`src/rtl/lab1_pkg.sv`:
```
// Shared definitions for the lab1 datapath self-test: FSM states, LED width
// and the golden switch-to-LED function used by both the RTL and its bench.
package lab1_pkg;

  localparam int LED_W = 8;

  typedef enum logic [2:0] {
    ST_IDLE,
    ST_APPLY,
    ST_SETTLE,
    ST_CHECK,
    ST_DONE
  } state_t;

  // bit2 is the OR of the two decoded terms on bits 1 and 3.
  function automatic logic [LED_W-1:0] expected_led(input logic [LED_W-1:0] s);
    logic b1;
    logic b3;
    b1 = s[1] & ~s[2];
    b3 = s[2] & s[3];
    return {s[7:4], b3, b1 | b3, b1, s[0]};
  endfunction

endpackage

```
`src/rtl/lab1_selftest_cmp.sv`:
```
// Registered LED compare: on each check strobe, counts mismatches (saturating
// at 255) and captures the first failing pattern.
module lab1_selftest_cmp
  import lab1_pkg::*;
(
  input  logic             clk,
  input  logic             rst_n,
  input  logic             i_clear,
  input  logic             i_check,
  input  logic [LED_W-1:0] i_pattern,
  input  logic [LED_W-1:0] i_led,
  output logic [7:0]       o_err_count,
  output logic             o_fail_valid,
  output logic [LED_W-1:0] o_fail_pat
);

  logic             w_mismatch;
  logic [7:0]       r_err_count;
  logic             r_fail_valid;
  logic [LED_W-1:0] r_fail_pat;

  assign w_mismatch = (i_led != expected_led(i_pattern));

  // NOTE: state uses non-blocking assignments so every register samples
  // pre-edge values regardless of statement order.
  always_ff @(posedge clk or negedge rst_n) begin
    if (!rst_n) begin
      r_err_count  <= '0;
      r_fail_valid <= 1'b0;
      r_fail_pat   <= '0;
    end else if (i_clear) begin
      r_err_count  <= '0;
      r_fail_valid <= 1'b0;
      r_fail_pat   <= '0;
    end else if (i_check && w_mismatch) begin
      if (r_err_count != 8'hFF) r_err_count <= r_err_count + 8'd1;
      if (!r_fail_valid) begin
        r_fail_valid <= 1'b1;
        r_fail_pat   <= i_pattern;
      end
    end
  end

  assign o_err_count  = r_err_count;
  assign o_fail_valid = r_fail_valid;
  assign o_fail_pat   = r_fail_pat;

endmodule

```
`src/rtl/lab1_selftest_ctrl.sv`:
```
// Self-test sequencer for the lab1 datapath: passes switches through when idle,
// otherwise sweeps patterns, settles, and compares the LEDs against the golden model.
module lab1_selftest_ctrl
  import lab1_pkg::*;
#(
  parameter int STEP          = 2,
  parameter int SETTLE_CYCLES = 4
) (
  input  logic             clk,
  input  logic             rst_n,
  input  logic             start,
  input  logic             abort,
  input  logic [LED_W-1:0] swt_in,
  input  logic [LED_W-1:0] led_in,
  output logic [LED_W-1:0] swt_out,
  output logic             busy,
  output logic             done,
  output logic             pass,
  output logic [7:0]       err_count,
  output logic             fail_valid,
  output logic [LED_W-1:0] fail_pat
);

  state_t           r_state;
  state_t           w_next_state;
  logic [LED_W-1:0] r_pattern;
  logic [7:0]       r_settle;
  logic [LED_W-1:0] r_swt_out;
  logic             w_clear;
  logic             w_check;
  logic             w_start_ok;
  logic [LED_W:0]   w_pat_next;

  // The extra carry bit ends the sweep instead of wrapping back to 0.
  assign w_pat_next = {1'b0, r_pattern} + 9'(STEP);
  assign w_start_ok = start && !abort;

  // NOTE: every always_comb output gets a default first so no path leaves it
  // unassigned and infers a latch.
  always_comb begin
    w_next_state = r_state;
    w_clear      = 1'b0;
    w_check      = 1'b0;
    unique case (r_state)
      ST_IDLE, ST_DONE: begin
        if (w_start_ok) begin
          w_next_state = ST_APPLY;
          w_clear      = 1'b1;
        end
      end
      ST_APPLY:  w_next_state = abort ? ST_IDLE : ST_SETTLE;
      ST_SETTLE: begin
        if (abort)                w_next_state = ST_IDLE;
        else if (r_settle == 8'd1) w_next_state = ST_CHECK;
      end
      ST_CHECK: begin
        if (abort) begin
          w_next_state = ST_IDLE;
        end else begin
          w_check      = 1'b1;
          w_next_state = w_pat_next[LED_W] ? ST_DONE : ST_APPLY;
        end
      end
      default: w_next_state = ST_IDLE;
    endcase
  end

  always_ff @(posedge clk or negedge rst_n) begin
    if (!rst_n) begin
      r_state   <= ST_IDLE;
      r_pattern <= '0;
      r_settle  <= '0;
      r_swt_out <= '0;
    end else begin
      r_state <= w_next_state;
      unique case (r_state)
        ST_IDLE, ST_DONE: begin
          r_swt_out <= swt_in;
          if (w_clear) r_pattern <= '0;
        end
        ST_APPLY: begin
          r_swt_out <= r_pattern;
          r_settle  <= 8'(SETTLE_CYCLES);
        end
        ST_SETTLE: r_settle <= r_settle - 8'd1;
        ST_CHECK:  if (w_check && !w_pat_next[LED_W]) r_pattern <= w_pat_next[LED_W-1:0];
        default: ;
      endcase
    end
  end

  lab1_selftest_cmp u_cmp (
    .clk         (clk),
    .rst_n       (rst_n),
    .i_clear     (w_clear),
    .i_check     (w_check),
    .i_pattern   (r_pattern),
    .i_led       (led_in),
    .o_err_count (err_count),
    .o_fail_valid(fail_valid),
    .o_fail_pat  (fail_pat)
  );

  assign swt_out = r_swt_out;
  assign busy    = (r_state == ST_APPLY) || (r_state == ST_SETTLE) || (r_state == ST_CHECK);
  assign done    = (r_state == ST_DONE);
  assign pass    = done && (err_count == 8'd0);

endmodule

```
`config.mk`:
```
export PLATFORM = sky130hd
export DESIGN_NAME = lab1_selftest_ctrl
export DESIGN_NICKNAME = d
export VERILOG_FILES = /design/src/rtl/lab1_pkg.sv /design/src/rtl/lab1_selftest_cmp.sv /design/src/rtl/lab1_selftest_ctrl.sv
export SDC_FILE = /design/constraint.sdc
export NUM_CORES = 1
export LEC_CHECK = 0
export ABC_AREA = 0
export CORE_AREA = 3 3 69 71
export DETAILED_ROUTE_END_ITERATION = 12
export DIE_AREA = 0 0 72 74
export PLACE_DENSITY = 0.85
export SETUP_SLACK_MARGIN = 0.3
export SKIP_LAST_GASP = 1
export SLEW_MARGIN = 30
export SYNTH_ARGS = -nofsm -noshare
export SYNTH_HDL_FRONTEND = slang
export SYNTH_SLANG_ARGS = --single-unit
export TNS_END_PERCENT = 20
```
`constraint.sdc`:
```
create_clock -name clk -period 3 [get_ports clk]
set_input_delay 0.9 -clock clk [delete_from_list [all_inputs] [get_ports clk]]
set_output_delay 0.9 -clock clk [all_outputs]
set_load 0.02 [all_outputs]
```
==> impl_metrics.env <==
export IMPL_yosys_most_used_dff="sky130_fd_sc_hd__dfrtp_1"
export IMPL_clock_tree_from_tritoncts="built"
export IMPL_setup_tns_ns=0
export IMPL_drt_total_wl_um=5210
export IMPL_total_switching_power_mw=0.821
export IMPL_cts_resized=2
export IMPL_start_util=0.528
export IMPL_first_global_vias=1910
export IMPL_floorplan_die_area_um2=5330
export IMPL_grt_start_max_net_pins=44
export IMPL_post_synth_edffs=0
export IMPL_post_cts_setup_buffers=0
export IMPL_area_delta_synth_final_pct=28.8
export IMPL_ctsHtreeMaxLevel=2
export IMPL_layout_nets=306
export IMPL_power_leakage_nw=1.22
export IMPL_power_frac_seq=0.392
export IMPL_drt_first_iter_violations=168
export IMPL_critPathArrivalTime_ns=1.75
export IMPL_power_ir_vdd_worst_mv=0.477
export IMPL_post_synth_cell_area_avg_um2=9.89
export IMPL_post_place_worst_slack_ns=0.0647
export IMPL_number_of_hold_slack_violations_in_the_final_timing_report=0
export IMPL_yosys_warnings=0
export IMPL_timing_final_crit_period_ns=2.65
export IMPL_biggest_cell_delay_along_the_critical_path_ns=0.60
export IMPL_async_flop_share=1.00
export IMPL_insertion_delay_ns=0.30
export IMPL_pwr_share_clk=0.186
export IMPL_drt_antenna_violating_nets=0
export IMPL_mostFrequentLayoutCell="sky130_fd_sc_hd__clkdlybuf4s50_1"
export IMPL_worst_setup_path_end_kind="output port"
export IMPL_drive_gt1_frac=0.0996
export IMPL_post_cts_hold_buffer_count=0
export IMPL_wire_per_inst_um=15.7
export IMPL_synth_yosys_seq_area_share=0.475
export IMPL_relSlewSlack=0.615
export IMPL_finish_instance_area_um2=2920
export IMPL_ctsRootBufferMaster="sky130_fd_sc_hd__clkbuf_8"
export IMPL_worst_clock_skew_ns=0.00829
export IMPL_register_bit_count_reported_by_yosys=43
export IMPL_p_sw_frac=0.376
export IMPL_min_path_type="register to register"
export IMPL_crit_fanout=5
export IMPL_grt_setup_unrepaired="true"
export IMPL_grt_pass1_wl_um=9070
export IMPL_setup_slack_ns=0.352
export IMPL_path_clk_slew_ns=0.08
export IMPL_worstPathCellList="nor2_2 -> nand2_1 -> inv_1 -> clkdlybuf4s50_1"
export IMPL_synth_fp_nets=255
export IMPL_synth_cell_area_um2=2270
export IMPL_cts_made_buffers=5
export IMPL_vias=1913
export IMPL_antenna_cells=0
export IMPL_globalplace_congestion=0.797
export IMPL_combinationalPowerShare=0.422
export IMPL_crit_path_start_kind="register"
export IMPL_yosys_cell_types_count=52
export IMPL_avgViaCountPerCell=5.74
export IMPL_setup_violations_final=0
export IMPL_antenna_violations_before_repair=0
export IMPL_width_of_the_die_um=72
export IMPL_placement_stage_cell_area_um2=2810
export IMPL_timing_fmax_mhz=378
export IMPL_hpwl_um=3690
export IMPL_grt_overflow=0
export IMPL_numPortBuffers=47
export IMPL_clock_sinks=43
export IMPL_timing_final_max_slew_violations=0
export IMPL_cpMaxStageDelayCell="sky130_fd_sc_hd__clkdlybuf4s50_1"
export IMPL_design_power_mw=2.18
export IMPL_power_density_nw_per_um2=748
export IMPL_cap_viol_max_count=0
export IMPL_cellInternalPower_mw=1.36
export IMPL_result_of_the_run="complete, no violations"
export IMPL_die_height_um=74
export IMPL_syn_instance_count=229
export IMPL_setup_worst_path_class="register to output port"
export IMPL_post_route_period_util=0.883
export IMPL_worstPathRequired_ns=2.10
export IMPL_tightest_pin_transition_ns=0.577
export IMPL_post_route_drc_count=0
export IMPL_clk_path_buf_depth=2
export IMPL_global_route_usage_total=0.219
export IMPL_drt_pass1_iter_count=4
export IMPL_most_common_layout_cells="sky130_fd_sc_hd__clkdlybuf4s50_1, sky130_fd_sc_hd__dfrtp_1, sky130_fd_sc_hd__nand2_1"
export IMPL_fp_row_count=24
export IMPL_pin_count=48
export IMPL_coreArea_um2=4290
[per-layer routing]
layer / part of all wire / vias up / global-route usage / routed length, µm
met2: 0.49 / 56 / 0.356 / 2560
met1: 0.45 / 921 / 0.289 / 2340
met4: 0.015 / 0 / 0.0856 / 76
met3: 0.045 / 7 / 0.0459 / 233
li1: - / 929 / - / -
met5: 0 / - / 0 / 0
[state kept, by name, summed over array words and instances (netlist names)]
name	cells
r_settle	8
r_pattern	7
u_cmp.o_fail_pat	8
u_cmp.o_err_count	8
r_state	3
swt_out	8
u_cmp.o_fail_valid	1
[worst paths after layout]
kind / start / endpoint / slack, ns / cells after the start
min: r_settle[7] / r_settle[7] / 0.49 / 1
max: r_state[1] / done / 0.35 / 4
max in group asynchronous: rst_n / swt_out[1] / 2.05 / 1
min in group asynchronous: rst_n / r_settle[0] / 0.57 / 1
max reg2reg: r_pattern[2] / u_cmp.o_err_count[1] / 0.84 / 7
min reg2reg: r_settle[7] / r_settle[7] / 0.49 / 1
[critical path: cells and delay by family, from the launching register on]
family / cells / cell delay (ns)
buffers and inverters: 2 / 0.69
flip-flops: 1 / 0.40
AND/OR/NAND/NOR: 2 / 0.35
[power groups by stage]
stage	combinational (mW)	clock, mW	sequential, mW
finish	0.921	0.406	0.856
global route	1.02	0.440	0.878
CTS	0.931	0.413	0.852
detailed placement	0.924	0	0.858
global placement	0.903	0	0.853
floorplan	0.485	0	0.925
[final cells by class]
type	instances	area [µm²]
Fill cell	334	1380
Multi-Input combinational cell	163	1110
Sequential cell	43	1080
Timing Repair Buffer	54	519
Clock buffer	8	100
Tap cell	52	65.1
Inverter	13	48.8
[cell families (layout without fill, tap and decap cells)]
group	after synthesis	in the layout	share of synthesized area
DFF	43	43	0.475
and+or+nand+nor	91	91	0.213
buffers and inverters	23	75	0.0392
AOI/OAI and AO/OA	45	45	0.151
adders and majority gates	6	6	0.0331
muxes	12	12	0.0536
xor gates and xnor gates	9	9	0.0348
[through the flow]
step	hold slack (ns)	instances	util
2_1_floorplan	0.446	229	-
3_3_place_gp	0.463	325	0.654
3_5_place_dp	0.470	325	0.654
4_1_cts	0.487	333	0.678
5_1_grt	0.501	333	0.680
6_report	0.494	333	0.680
[cell usage after synthesis (4+ instances only)]
master | n | share of area
sky130_fd_sc_hd__o21ai_0 | 8 | 0.018
sky130_fd_sc_hd__nand2b_1 | 4 | 0.011
sky130_fd_sc_hd__a211oi_1 | 4 | 0.013
sky130_fd_sc_hd__mux2i_1 | 11 | 0.049
sky130_fd_sc_hd__clkbuf_1 | 8 | 0.013
sky130_fd_sc_hd__a221o_1 | 6 | 0.027
sky130_fd_sc_hd__inv_1 | 13 | 0.022
sky130_fd_sc_hd__nor3_1 | 8 | 0.018
sky130_fd_sc_hd__nand2_1 | 25 | 0.041
sky130_fd_sc_hd__dfrtp_1 | 43 | 0.47
sky130_fd_sc_hd__ha_1 | 6 | 0.033
sky130_fd_sc_hd__nand3_1 | 9 | 0.020
sky130_fd_sc_hd__nand4_1 | 4 | 0.011
sky130_fd_sc_hd__nor2_1 | 19 | 0.031
sky130_fd_sc_hd__xnor2_1 | 6 | 0.023
sky130_fd_sc_hd__a21oi_1 | 5 | 0.011
(Power assumes the default switching activity.)
